==> src/rtl/microcode_dualbank.sv <==
// Dual-bank microcode store. The sequencer executes from the active bank while a new
// program streams into the shadow bank; a completed load promotes the shadow bank atomically.
module microcode_dualbank #(
  parameter int NUM_ADDRESS_LINES = 5,
  parameter int NUM_WORDS         = 32,
  parameter int NUM_STATE_BITS    = 4,
  parameter int NUM_CONTROL_BITS  = 32,
  parameter int STATE_CAPTURE_BIT = NUM_ADDRESS_LINES,
  parameter int READ_LATENCY      = 0,
  parameter int WORD_W            = NUM_CONTROL_BITS + 2*NUM_STATE_BITS
) (
  input  logic                         clk,
  input  logic                         rst,
  input  logic [NUM_ADDRESS_LINES-1:0] address,
  input  logic                         load_start,
  input  logic                         load_valid,
  input  logic [WORD_W-1:0]            load_data,
  output logic                         load_ready,
  input  logic                         swap_req,
  output logic                         loaded,
  output logic [WORD_W-1:0]            load_csum,
  output logic                         active_bank,
  output logic                         ready,
  output logic [NUM_CONTROL_BITS-1:0]  ctl_out,
  output logic [NUM_ADDRESS_LINES-1:0] jadr,
  output logic [NUM_STATE_BITS-1:0]    states
);

  localparam int AW = NUM_ADDRESS_LINES;
  localparam int SB = NUM_STATE_BITS;
  localparam logic [AW:0]   WORDS_EXT = (AW+1)'(NUM_WORDS);
  localparam logic [AW-1:0] LAST_PTR  = AW'(NUM_WORDS-1);

  typedef enum logic [1:0] {IDLE, LOADING, LOADED} load_state_t;

  load_state_t       load_state;
  logic [AW-1:0]     ptr;
  logic [WORD_W-1:0] bank [2][NUM_WORDS];
  logic              accept;
  logic              swap;
  logic [WORD_W-1:0] word_p0;
  logic [WORD_W-1:0] word;
  logic [SB-1:0]     state_value;
  logic [SB-1:0]     state_mask;

  // load_start wins over everything else in the same cycle: its word is dropped
  // and a pending swap is abandoned along with the old load.
  assign accept = ~rst & ~load_start & load_valid & load_ready & (load_state == LOADING);
  assign swap   = ~load_start & (load_state == LOADED) & (~ready | swap_req);

  always_ff @(posedge clk) begin
    if (rst) begin
      load_state <= IDLE;
      ptr        <= '0;
      load_ready <= 1'b0;
      loaded     <= 1'b0;
      load_csum  <= '0;
    end else if (load_start) begin
      load_state <= LOADING;
      ptr        <= '0;
      load_ready <= 1'b1;
      loaded     <= 1'b0;
      load_csum  <= '0;
    end else begin
      case (load_state)
        LOADING: begin
          if (accept) begin
            load_csum <= load_csum ^ load_data;
            ptr       <= ptr + 1'b1;
            if (ptr == LAST_PTR) begin
              load_state <= LOADED;
              load_ready <= 1'b0;
              loaded     <= 1'b1;
            end
          end
        end
        LOADED: begin
          if (swap) begin
            load_state <= IDLE;
            loaded     <= 1'b0;
          end
        end
        default: ;
      endcase
    end
  end

  always_ff @(posedge clk) begin
    if (accept) bank[~active_bank][ptr] <= load_data;
  end

  // stage p0: combinational fetch from the active bank
  always_comb begin
    word_p0 = '0;
    if ({1'b0, address} < WORDS_EXT) word_p0 = bank[active_bank][address];
  end

  // stage p1: optional output register, sampled with the pre-swap active bank
  generate
    if (READ_LATENCY == 1) begin : g_reg
      logic [WORD_W-1:0] word_p1;
      always_ff @(posedge clk) begin
        if (rst) word_p1 <= '0;
        else     word_p1 <= word_p0;
      end
      assign word = word_p1;
    end else begin : g_comb
      assign word = word_p0;
    end
  endgenerate

  assign ctl_out     = word[WORD_W-1:2*SB];
  assign jadr        = ctl_out[AW-1:0];
  assign state_value = word[SB-1:0];
  assign state_mask  = word[2*SB-1:SB];

  always_ff @(posedge clk) begin
    if (rst) begin
      active_bank <= 1'b0;
      ready       <= 1'b0;
      states      <= '0;
    end else if (swap) begin
      active_bank <= ~active_bank;
      ready       <= 1'b1;
      states      <= '0;
    end else if (ready && ctl_out[STATE_CAPTURE_BIT]) begin
      states <= (states & ~state_mask) | (state_value & state_mask);
    end
  end

endmodule

==> config.mk <==
export PLATFORM = sky130hd
export DESIGN_NAME = microcode_dualbank
export DESIGN_NICKNAME = d
export VERILOG_FILES = /design/src/rtl/microcode_dualbank.sv
export SDC_FILE = /design/constraint.sdc
export NUM_CORES = 2
export LEC_CHECK = 0
export CORE_ASPECT_RATIO = 1.1
export CORE_MARGIN = 1.5
export CORE_UTILIZATION = 40
export DETAILED_ROUTE_END_ITERATION = 8
export PLACE_DENSITY = 0.56
export SYNTH_ARGS = -nofsm -noshare
export SYNTH_HDL_FRONTEND = slang
export SYNTH_SLANG_ARGS = --single-unit
export TNS_END_PERCENT = 10
==> constraint.sdc <==
create_clock -name clk -period 13.85 [get_ports clk]
set_clock_uncertainty 0.2 [all_clocks]
set_input_delay 1.385 -clock clk [delete_from_list [all_inputs] [get_ports clk]]
set_output_delay 1.385 -clock clk [all_outputs]
set_load 0.005 [all_outputs]
==> out/qor.yml <==
async_sr_flop_fraction: 0
most-common-layout-cells: "2560 x edfxtp_1, 775 x mux4_2, 293 x clkbuf_16"
wire_per_inst_um: 36.0
final-max-slew-violation-count: 0
clock_insertion_delay_worst_skew_ns: 0.94
synth_cells: 4088
num_vias: 47000
rsz0062_at_grt: "no"
worstReg2RegStart: "load_state[0]"
cts.reportedPaths.clkPinSlew_ns: 0.06
drc_marker_count_from_the_first_detailed_route_iteration: 6426
max_clock_freq_ghz: 0.129
drtPass1Iterations: 5
cts_repair_resize_count: 0
grt_pass1_vias: 47700
irDropWorstVdd_mv: 0.106
drtAntennaViolNets: 0
drt-vias-per-instance: 5.93
syn-num-nets: 4143
result_of_the_run: "finished clean"
drv_cap: 0
synth-warning-count: 0
hpwl_um: 147000
cts-htree-levels: 5
synth_enable_flop_cells: 2560
die-area_um2: 251000
worstHoldPathType: "reg -> reg"
fraction_of_layout_cells_with_a_size_suffix_above_1: 0.307
cts_setup_buffers: 0
synth.cell_area_um2: 99400
worst_ep_required_time_ns: 12.27
clk_root_buffer_cell: "clkbuf_16"
grt_max_degree: 128
cts.sinks: 2615
synth_largest_type_area_fraction: 0.773
holdBufCountCts: 0
slew_headroom: 0.0887
setup_viol_count_final: 0
tightest_slew_ns: 1.36
max_fanout_on_critical_path: 127
die_w_um: 478
tritoncts.num_buffers: 286
overflow: 0
worstPathArrival_ns: 6.15
yosysTopAreaCell: "edfxtp_1"
worstRegToRegCells: 7
post_synth_main_area_contributors: "edfxtp_1 77%, mux4_2 18%, dfxtp_1 1.1%, buf_2 0.53%, nor2_1 0.48%"
total_negative_slack_ns: 0
power_density_relative_to_cell_area_nw_per_um2: 143
final.period_utilization: 0.559
ys_ff_latch: 2615
grt_first_pass_wirelength_um: 390000
leading_cell_type_in_the_layout_fill_and_taps_excluded: "edfxtp_1"
regToRegSetupSlack_ns: 9.04
hold_path_depth: 2
final_nets: 4496
endpoint_class_of_the_critical_path: "output pin"
route.final.wire_length_um: 285000
min_to: "load_csum[18]"
globalRouteTotalUtil: 0.226
top_level_ports: 135
rd_place_congestion: 0.761
finalHoldViolations: 0
hold_path_startpoint: "load_csum[18]"
remaining_drc_errors: 0
initial_core_util: 0.403
synthDistinctLibCells: 45
clockBufferDepth: 4
number_of_buffers_inserted_by_port_buffering: 134
design.core.area_um2: 247000
timing.rr.end: "bank[0][832]"
area_growth_syn_to_layout_pct: 14.6
avgSynthCellArea_um2: 24.3
worst-setup-path-type: "in -> out"
grt_antenna_before_repair: 24
ys_dominant_reg_cell: "edfxtp_1"
placement_rows: 191
report.power.total_mw: 16.3
tritoncts: "done"
die_h_um: 526
synth.yosys.seq_area_share: 0.785
setup.worst_path.start_class: "input pin"
p_leak_nw: 34.3
finalWorstPathRequiredPeriod_ns: 7.74
==> metal layers <==
metal	part of all wire	GRT usage
met4	0.029	0.0673
met5	0	0
met3	0.083	0.0417
met2	0.47	0.349
met1	0.42	0.327
==> kinds of logic after synthesis <==
family                     synth area share
DFF                                   0.785
xor gates and xnor gates            0.00388
and+or+nand+nor                      0.0112
adders and majority gates          0.000629
AOI/OAI and AO/OA                   0.00860
muxes                                 0.180
buffers and inverters                0.0113
==> sequential cells by signal, summed over array words and instances, names as in the netlist, named ones only <==
register     count
active_bank      1
load_ready       1
load_state       1
bank          2560
load_csum       40
ready            1
loaded           1
ptr              5
==> cell type report <==
type / instances / area [um^2]
Clock buffer: 360 / 7590
Clock inverter: 120 / 961
Multi-Input combinational cell: 1245 / 20800
Inverter: 6 / 22.5
Sequential cell: 2615 / 78000
Antenna cell: 5 / 12.5
Timing Repair Buffer: 287 / 2380
Tap cell: 3281 / 4110
Fill cell: 20300 / 133000
==> worst max path at each step <==
| stage | cells past startpoint | from | end | slack (ns) |
|---|---|---|---|---|
| global route | 7 | flop | ctl_out[10] | 6.13 |
| detailed placement | 7 | address[0] | ctl_out[19] | 6.27 |
| floorplan | 5 | load_start | bank[1][1120] | 7.85 |
| finish | 7 | address[0] | ctl_out[19] | 6.11 |
| CTS | 7 | flop | ctl_out[10] | 6.22 |
| global placement | 7 | address[0] | ctl_out[19] | 6.27 |
==> report_power, final <==
part	switching [mW]	total [mW]	internal, mW	leakage (nW)
combinational	0.316	0.486	0.171	6.72
sequential	0.000803	8.68	8.68	23.4
clock	3.00	7.14	4.14	4.16
total	3.31	16.3	13.0	34.3
==> metrics by stage <==
step | std cells | hold WS, ns | worst slack [ns] | instance area [um^2] | util
final | 7919 | 0.316 | 6.11 | 114000 | 0.462
after global routing | 7918 | 0.346 | 6.13 | 114000 | 0.462
after floorplan | 4088 | 0.251 | 7.85 | 99400 | -
after CTS | 7914 | 0.321 | 6.22 | 114000 | 0.462
after detailed placement | 7434 | 0.301 | 6.27 | 105000 | 0.427
after global placement | 7434 | 0.296 | 6.27 | 105000 | 0.427
==> Yosys cell counts (9+ instances only) <==
library cell,number
a21oi_1,26
a22oi_1,54
buf_1,39
buf_2,105
buf_4,22
clkbuf_1,49
dfxtp_1,55
edfxtp_1,2560
mux2_2,14
mux2i_1,26
mux4_2,775
nand2_1,66
nor2_1,126
nor2b_1,9
nor4_1,9
o21ai_0,14
or2_2,9
xor2_1,42
==> worst max-delay path, cell delays in order <==
cell	delay, ns
buf_8	0.65
buf_12	0.53
buf_4	0.92
mux4_2	0.42
mux4_2	0.50
mux4_2	0.59
clkdlybuf4s50_1	0.52
(Power assumes the default switching activity.)
